**src/rtl/isp_param_ahb_slave_if.sv**
```systemverilog
// AHB-Lite bus bundle between the system interconnect and the ISP parameter slave.
// Carries address/control, write data and the slave response.
// The master modport drives requests; the slave modport drives the response.
interface isp_param_ahb_slave_if;
  logic        HSEL;
  logic [31:0] HADDR;
  logic [1:0]  HTRANS;
  logic        HWRITE;
  logic [2:0]  HSIZE;
  logic [31:0] HWDATA;
  logic        HREADY;
  logic [31:0] HRDATA;
  logic        HREADYOUT;
  logic        HRESP;

  modport master (
    output HSEL, HADDR, HTRANS, HWRITE, HSIZE, HWDATA, HREADY,
    input  HRDATA, HREADYOUT, HRESP
  );

  modport slave (
    input  HSEL, HADDR, HTRANS, HWRITE, HSIZE, HWDATA, HREADY,
    output HRDATA, HREADYOUT, HRESP
  );
endinterface

```
**src/rtl/isp_param_ahb_slave.sv**
```systemverilog
// ISP run-time parameter registers: software writes staging words, which are
// committed to the active outputs on a frame boundary (or on a forced commit).
// Zero wait states, always OKAY; sub-word write lanes enabled by ISP_PARAM_BYTE_WR_EN.
module isp_param_ahb_slave #(
  parameter int ADDR_W = 8,
  parameter int FCNT_W = 16
) (
  input  logic                  HCLK,
  input  logic                  HRESETn,
  isp_param_ahb_slave_if.slave  ahb,
  input  logic                  frame_start,
  output logic                  isp_en,
  output logic [31:0]           param0,
  output logic [31:0]           param1,
  output logic [31:0]           param2,
  output logic [FCNT_W-1:0]     frames_cnt
);

  typedef enum logic [1:0] {IDLE = 2'd0, PENDING = 2'd1, COMMIT = 2'd2} state_t;

  localparam int IW = ADDR_W - 2;
  localparam logic [IW-1:0] IDX_CTRL   = IW'(0);
  localparam logic [IW-1:0] IDX_STG0   = IW'(1);
  localparam logic [IW-1:0] IDX_STG1   = IW'(2);
  localparam logic [IW-1:0] IDX_STG2   = IW'(3);
  localparam logic [IW-1:0] IDX_STATUS = IW'(4);
  localparam logic [IW-1:0] IDX_ACT0   = IW'(5);

  state_t          state;
  logic            dp_vld;
  logic            dp_write;
  logic [IW-1:0]   dp_idx;
  logic [31:0]     wmask;
  logic [31:0]     stg0, stg1, stg2;
  logic [31:0]     rdata;
  logic [15:0]     fcnt16;
  logic            accept, wr_en, rd_en, ctrl_wr, force_wr, upd_wr, pending;

  function automatic logic [31:0] merge(input logic [31:0] old_v, input logic [31:0] new_v,
                                        input logic [31:0] mask);
    return (old_v & ~mask) | (new_v & mask);
  endfunction

  assign accept   = ahb.HSEL & ahb.HREADY & ahb.HTRANS[1];
  assign wr_en    = dp_vld & dp_write;
  assign rd_en    = dp_vld & ~dp_write;
  assign ctrl_wr  = wr_en & (dp_idx == IDX_CTRL);
  assign force_wr = ctrl_wr & wmask[2] & ahb.HWDATA[2];
  assign upd_wr   = ctrl_wr & wmask[1] & ahb.HWDATA[1];
  assign pending  = (state == PENDING);
  assign fcnt16   = 16'(frames_cnt);

  // Address phase capture: remember what the upcoming data phase is about.
  always_ff @(posedge HCLK or negedge HRESETn) begin
    if (!HRESETn) begin
      dp_vld   <= 1'b0;
      dp_write <= 1'b0;
      dp_idx   <= '0;
    end else if (ahb.HREADY) begin
      dp_vld   <= accept;
      dp_write <= ahb.HWRITE;
      dp_idx   <= ahb.HADDR[ADDR_W-1:2];
    end
  end

`ifdef ISP_PARAM_BYTE_WR_EN
  logic [1:0] dp_lane;
  logic [2:0] dp_size;
  logic       unused_bits;

  // Byte-lane position and size of the data phase, for sub-word writes.
  always_ff @(posedge HCLK or negedge HRESETn) begin
    if (!HRESETn) begin
      dp_lane <= 2'b00;
      dp_size <= 3'd0;
    end else if (ahb.HREADY) begin
      dp_lane <= ahb.HADDR[1:0];
      dp_size <= ahb.HSIZE;
    end
  end

  // Little-endian lane mask: byte, halfword, or full word for anything larger.
  always_comb begin
    wmask = '0;
    case (dp_size)
      3'd0:    wmask[{dp_lane, 3'b000} +: 8] = 8'hFF;
      3'd1:    wmask[{dp_lane[1], 4'b0000} +: 16] = 16'hFFFF;
      default: wmask = '1;
    endcase
  end

  assign unused_bits = ^{ahb.HTRANS[0], ahb.HADDR[31:ADDR_W]};
`else
  logic unused_bits;

  assign wmask = '1;
  assign unused_bits = ^{ahb.HTRANS[0], ahb.HADDR[31:ADDR_W], ahb.HADDR[1:0], ahb.HSIZE};
`endif

  // Software-visible registers written at the edge closing a write data phase.
  always_ff @(posedge HCLK or negedge HRESETn) begin
    if (!HRESETn) begin
      isp_en <= 1'b0;
      stg0   <= '0;
      stg1   <= '0;
      stg2   <= '0;
    end else if (wr_en) begin
      case (dp_idx)
        IDX_CTRL: if (wmask[0]) isp_en <= ahb.HWDATA[0];
        IDX_STG0: stg0 <= merge(stg0, ahb.HWDATA, wmask);
        IDX_STG1: stg1 <= merge(stg1, ahb.HWDATA, wmask);
        IDX_STG2: stg2 <= merge(stg2, ahb.HWDATA, wmask);
        default:  ;
      endcase
    end
  end

  // Commit FSM: a forced commit beats an arm request, which beats frame_start.
  always_ff @(posedge HCLK or negedge HRESETn) begin
    if (!HRESETn) begin
      state  <= IDLE;
      param0 <= '0;
      param1 <= '0;
      param2 <= '0;
    end else begin
      if (state == COMMIT) begin
        param0 <= stg0;
        param1 <= stg1;
        param2 <= stg2;
      end
      if (force_wr) begin
        state <= COMMIT;
      end else if (upd_wr) begin
        state <= PENDING;
      end else begin
        case (state)
          PENDING: if (frame_start) state <= COMMIT;
          COMMIT:  state <= IDLE;
          default: state <= IDLE;
        endcase
      end
    end
  end

  // Frame counter, wrapping naturally at its width.
  always_ff @(posedge HCLK or negedge HRESETn) begin
    if (!HRESETn) begin
      frames_cnt <= '0;
    end else if (frame_start) begin
      frames_cnt <= frames_cnt + 1'b1;
    end
  end

  // Read mux driven straight from the registered data-phase address.
  always_comb begin
    rdata = '0;
    if (rd_en) begin
      case (dp_idx)
        IDX_CTRL:   rdata = {30'b0, pending, isp_en};
        IDX_STG0:   rdata = stg0;
        IDX_STG1:   rdata = stg1;
        IDX_STG2:   rdata = stg2;
        IDX_STATUS: rdata = {fcnt16, 15'b0, pending};
        IDX_ACT0:   rdata = param0;
        default:    rdata = '0;
      endcase
    end
  end

  assign ahb.HRDATA    = rdata;
  assign ahb.HREADYOUT = 1'b1;
  assign ahb.HRESP     = 1'b0;

endmodule

```
**src/flat_wrapper.sv**
```systemverilog
// flat-port wrapper written by rule: the top's interface ports become plain ports
module isp_param_ahb_slave_flat 
#(
  parameter int ADDR_W = 8,
  parameter int FCNT_W = 16
)
  (HCLK, HRESETn, frame_start, isp_en, param0, param1, param2, frames_cnt, ahb_HSEL, ahb_HADDR, ahb_HTRANS, ahb_HWRITE, ahb_HSIZE, ahb_HWDATA, ahb_HREADY, ahb_HRDATA, ahb_HREADYOUT, ahb_HRESP);
  isp_param_ahb_slave_if ahb_i ();
  input  logic HCLK;
  input  logic HRESETn;
  input  logic frame_start;
  output logic isp_en;
  output logic [31:0] param0;
  output logic [31:0] param1;
  output logic [31:0] param2;
  output logic [FCNT_W-1:0] frames_cnt;
  input wire logic [$bits(ahb_i.HSEL)-1:0] ahb_HSEL;
  input wire logic [$bits(ahb_i.HADDR)-1:0] ahb_HADDR;
  input wire logic [$bits(ahb_i.HTRANS)-1:0] ahb_HTRANS;
  input wire logic [$bits(ahb_i.HWRITE)-1:0] ahb_HWRITE;
  input wire logic [$bits(ahb_i.HSIZE)-1:0] ahb_HSIZE;
  input wire logic [$bits(ahb_i.HWDATA)-1:0] ahb_HWDATA;
  input wire logic [$bits(ahb_i.HREADY)-1:0] ahb_HREADY;
  output wire logic [$bits(ahb_i.HRDATA)-1:0] ahb_HRDATA;
  output wire logic [$bits(ahb_i.HREADYOUT)-1:0] ahb_HREADYOUT;
  output wire logic [$bits(ahb_i.HRESP)-1:0] ahb_HRESP;
  assign ahb_i.HSEL = ahb_HSEL;
  assign ahb_i.HADDR = ahb_HADDR;
  assign ahb_i.HTRANS = ahb_HTRANS;
  assign ahb_i.HWRITE = ahb_HWRITE;
  assign ahb_i.HSIZE = ahb_HSIZE;
  assign ahb_i.HWDATA = ahb_HWDATA;
  assign ahb_i.HREADY = ahb_HREADY;
  assign ahb_HRDATA = ahb_i.HRDATA;
  assign ahb_HREADYOUT = ahb_i.HREADYOUT;
  assign ahb_HRESP = ahb_i.HRESP;
  isp_param_ahb_slave #(.ADDR_W(ADDR_W), .FCNT_W(FCNT_W)) u_core (.HCLK(HCLK), .HRESETn(HRESETn), .ahb(ahb_i), .frame_start(frame_start), .isp_en(isp_en), .param0(param0), .param1(param1), .param2(param2), .frames_cnt(frames_cnt));
endmodule
```
**config.mk**
```make
export PLATFORM = sky130hd
export DESIGN_NAME = isp_param_ahb_slave_flat
export DESIGN_NICKNAME = d
export VERILOG_FILES = /design/src/rtl/isp_param_ahb_slave_if.sv /design/src/rtl/isp_param_ahb_slave.sv /design/src/flat_wrapper.sv
export SDC_FILE = /design/constraint.sdc
export NUM_CORES = 1
export LEC_CHECK = 0
export ABC_AREA = 1
export BUFFER_PORTS_ARGS = -buffer_cell sky130_fd_sc_hd__buf_2
export CAP_MARGIN = 20
export CORE_MARGIN = 1.5
export CORE_UTILIZATION = 51
export CTS_CLUSTER_SIZE = 28
export DETAILED_ROUTE_END_ITERATION = 7
export GPL_ROUTABILITY_DRIVEN = 0
export PLACE_DENSITY = 0.78
export REMOVE_ABC_BUFFERS = 1
export SYNTH_ARGS = -nofsm -noshare
export SYNTH_HDL_FRONTEND = slang
export SYNTH_SLANG_ARGS = --single-unit
```
**constraint.sdc**
```tcl
create_clock -name HCLK -period 1.97 [get_ports HCLK]
set_input_delay 0.0985 -clock HCLK [delete_from_list [all_inputs] [get_ports HCLK]]
set_output_delay 0.0985 -clock HCLK [all_outputs]
set_load 0.1 [all_outputs]
```
==> flow_summary.yaml <==
power:
  p_comb_share_pct: 40.9
  intPower_uw: 9340
  switching_share_pct: 47.5
  p_leak_uw: 0.00651
  p_sw_uw: 8450
  total_power_uw: 17800
  p_clk_share_pct: 23.7
  p_seq_share_pct: 35.4
  max-vdd-ir-drop_uv: 1160
  pwr_density_cell_nw_per_um2: 1370
route:
  drt-total-wl_um: 26300
  drcViolationCount: 13
  dr.first_iter.drc_count: 590
  num_vias: 8204
  drtAntennaViolNets: 0
  firstDrtPassIters: 7
  wl_per_cell_um: 17.0
  vias_per_cell: 5.32
floorplan:
  die_y_um: 139
  die_w_um: 139
  rows: 49
  dieArea_um2: 19500
  initial_utilization_pct: 52.5
  core-area_um2: 18100
  boundaryPins: 222
worst_setup_path:
  critPathLaunchType: "flip-flop"
  critPathMaxStageDelay_ns: 0.40
  reg2reg_to: "u_core.state[0]"
  crit_chain: "nor2_4, nand2_2, nor2_4, buf_12, buf_6, nand2_1, o21ai_0, nor2_1, nor2_2, buf_12"
  crit_arrival_ns: 2.24
  cp-end-kind: "primary output"
  worst-r2r-setup-slack_ns: -0.02
  timing.rr.start: "u_core.dp_idx[5]"
  worstSetupPathType: "reg -> out"
  slowest_stage: "dfrtp_1"
  cp_max_fo: 11
  critical_path_required_ns: 1.87
  cp_top_family: "simple AND/OR/NAND/NOR gates"
  reg2reg_depth: 8
  cp.depth: 10
  crit_buf_inv: 3
final_layout:
  synthToLayoutAreaGrowth_pct: 36.7
  n_fill_cell: 1288
  final_nets: 1374
  antenna_cells: 0
  utilization_pct: 71.8
  drive_gt1_share_pct: 29.9
placement:
  numPortBuffers: 189
  dp_hpwl_um: 16000
  pre_cts_slack_ns: 0.0597
sta:
  fin_worst_skew_ns: 0.0122
  timing.final.crit_period_ns: 2.34
  fin_ws_ns: -0.367
  hold_viol: 0
  holdWs_ns: 0.0604
  max_slew_margin_pct: 61.0
  slew_viol_final: 0
  rsz0062_at_grt: "true"
  fin_crit_sh_pct: 119
  max_freq_ghz: 0.428
  setup_viol: 33
  worst_pin_slew_ns: 0.585
status:
  violations: "DRC, setup timing"
  outcome: "finished, violations left"
worst_hold_path:
  hp-start: "ahb_HREADY"
  worstHoldPathCells: 2
  hold_path_end: "u_core.dp_write"
  hold_class: "in -> reg"
global_route:
  grt_pass1_vias: 8301
  grt_pass1_wl_um: 41700
  grt.overflow.total: 0
  antenna_found_initial: 0
  grt_max_degree: 71
  grt_usage_pct: 26.8
yosys:
  yosysSeqAreaShare_pct: 57.7
  synthDistinctLibCells: 29
  avgSynthCellArea_um2: 9.15
  ys_warn_count: 0
  syn_inst: 1038
  synth.cell_area_um2: 9500
  synth_seq_cells: 219
clock_network:
  clkTransAtPathRegs_ns: 0.06
  cts_buffers: 23
  clockBufferDepth: 3
  clockRootBuffer: "clkbuf_16"
  htreeDepth: 1
  cts_tree: "built"
  worstSkewPairLatency_ns: 0.51
  clkSinkCount: 219
flow_run:
  drv_cap: 0
[worst reg2reg max path: stages (launching register included)]
cell and delay, ns:
dfrtp_1 0.40, nor2_4 0.19, nand2_4 0.13, buf_4 0.16
nor3_2 0.20, inv_2 0.08, nor2_1 0.12, a21oi_1 0.05
dlygate4sd3_1 0.55
[through the flow]
stage | setup TNS (ns) | area (µm²) | std cells
finish | -9.75 | 13000 | 1543
global placement | 0 | 11300 | 1435
global route | -12.95 | 13000 | 1543
detailed placement | 0 | 11300 | 1435
floorplan | -136.83 | 9250 | 987
CTS | -8.61 | 12900 | 1540
[state kept, by name, summed over array words and instances (netlist names)]
name and count:
u_core.dp_write 1, u_core.isp_en 1, u_core.state 2, u_core.frames_cnt 16, u_core.dp_vld 1, u_core.stg1 32
u_core.stg0 32, u_core.param1 32, u_core.stg2 32, u_core.dp_idx 6, u_core.param2 32, u_core.param0 32
[worst max path at each step]
stage                                start          endpoint  slack [ns]
final                     u_core.dp_idx[5]    ahb_HRDATA[28]       -0.37
after global routing      u_core.dp_idx[0]    ahb_HRDATA[21]       -0.44
after CTS                 u_core.dp_idx[4]    ahb_HRDATA[17]       -0.32
after detailed placement  u_core.dp_idx[5]    ahb_HRDATA[17]        0.06
after global placement    u_core.dp_idx[1]    ahb_HRDATA[23]        0.09
after floorplan            u_core.state[1]  u_core.param0[0]       -1.20
[repair_timing]
item / CTS / global route
cloned: 1 / 2
endpoints found under the hold margin: 330 / 0
hold buffers: 56 / 0
setup buffers: 8 / 1
pin swaps: 9 / 12
gates resized for setup: 66 / 32
endpoints found under the setup margin: 32 / 35
[per-layer routing]
| metal | track usage [%] | wire [µm] | up-vias | share of wire [%] |
|---|---|---|---|---|
| met2 | 46.4 | 13000 | 312 | 50 |
| met3 | 5.95 | 1970 | 52 | 7.5 |
| met1 | 33.3 | 10600 | 4005 | 40 |
| met4 | 9.29 | 684 | 0 | 2.6 |
| li1 | - | - | 3835 | - |
| met5 | 0 | 0 | - | 0 |
[Yosys cell counts]
cell type  number  area [µm²]
o21ai_0       159         796
clkbuf_2        2        10.0
nor2_1         81         304
nor3_1          4        20.0
buf_2          18        90.1
buf_6           3        33.8
nand3b_1        2        15.0
mux2_2         58         653
ha_1            1        12.5
nor2_4          5        56.3
o21ai_1        28         140
dfrtp_1       219        5480
nor2_2          2        12.5
inv_1          96         360
nor4_1          1        6.26
xor2_1         11        96.3
conb_1          2        7.51
clkbuf_1       23        86.3
nand2_1       267        1000
buf_4           4        30.0
nand2_2         2        12.5
nand3_2         1        10.0
xnor2_1         2        17.5
nand3_1        36         180
a21oi_1         2        10.0
inv_2           3        11.3
nand4_1         3        18.8
nand2_4         2        22.5
buf_1           1        3.75
[kinds of logic (layout without fill, tap and decap cells)]
kind of cell | after synthesis | in the layout | share of synthesized area [%]
other cells | 2 | 2 | 0.0791
mux | 58 | 58 | 6.88
xor+xnor | 13 | 13 | 1.20
fa+ha+maj | 1 | 1 | 0.132
flops | 219 | 219 | 57.7
simple gates | 406 | 406 | 17.5
compound gates | 189 | 189 | 9.96
buf+inv | 150 | 426 | 6.59
[cell type report]
| type | count | area, µm² | area share, % |
|---|---|---|---|
| Clock inverter | 4 | 48.8 | 0.376 |
| Tap cell | 229 | 287 | 2.21 |
| Clock buffer | 37 | 688 | 5.30 |
| Timing Repair Buffer | 286 | 2520 | 19.4 |
| Multi-Input combinational cell | 669 | 3580 | 27.6 |
| Inverter | 99 | 377 | 2.90 |
| Sequential cell | 219 | 5480 | 42.2 |
[cells in the final DEF, fill, tap and decap left out, drive strengths merged]
master	instances
dlygate4sd3	56
clkbuf	39
clkinv	2
a21oi	2
o21ai	187
nand3	37
xor2	11
dfrtp	219
mux2	58
nand2	271
xnor2	2
nand4	3
conb	2
nor3	4
nor2	88
nand3b	2
nor4	1
bufinv	1
inv	100
buf	228
ha	1
[power by group through the flow]
stage / registers (µW) / clock network, µW / logic [µW]
after global routing: 6430 / 4470 / 7590
after detailed placement: 6320 / 0 / 7080
final: 6290 / 4210 / 7280
after global placement: 6270 / 0 / 6990
after floorplan: 10800 / 0 / 1190
after CTS: 6270 / 4260 / 7250
(Power assumes the default switching activity.)
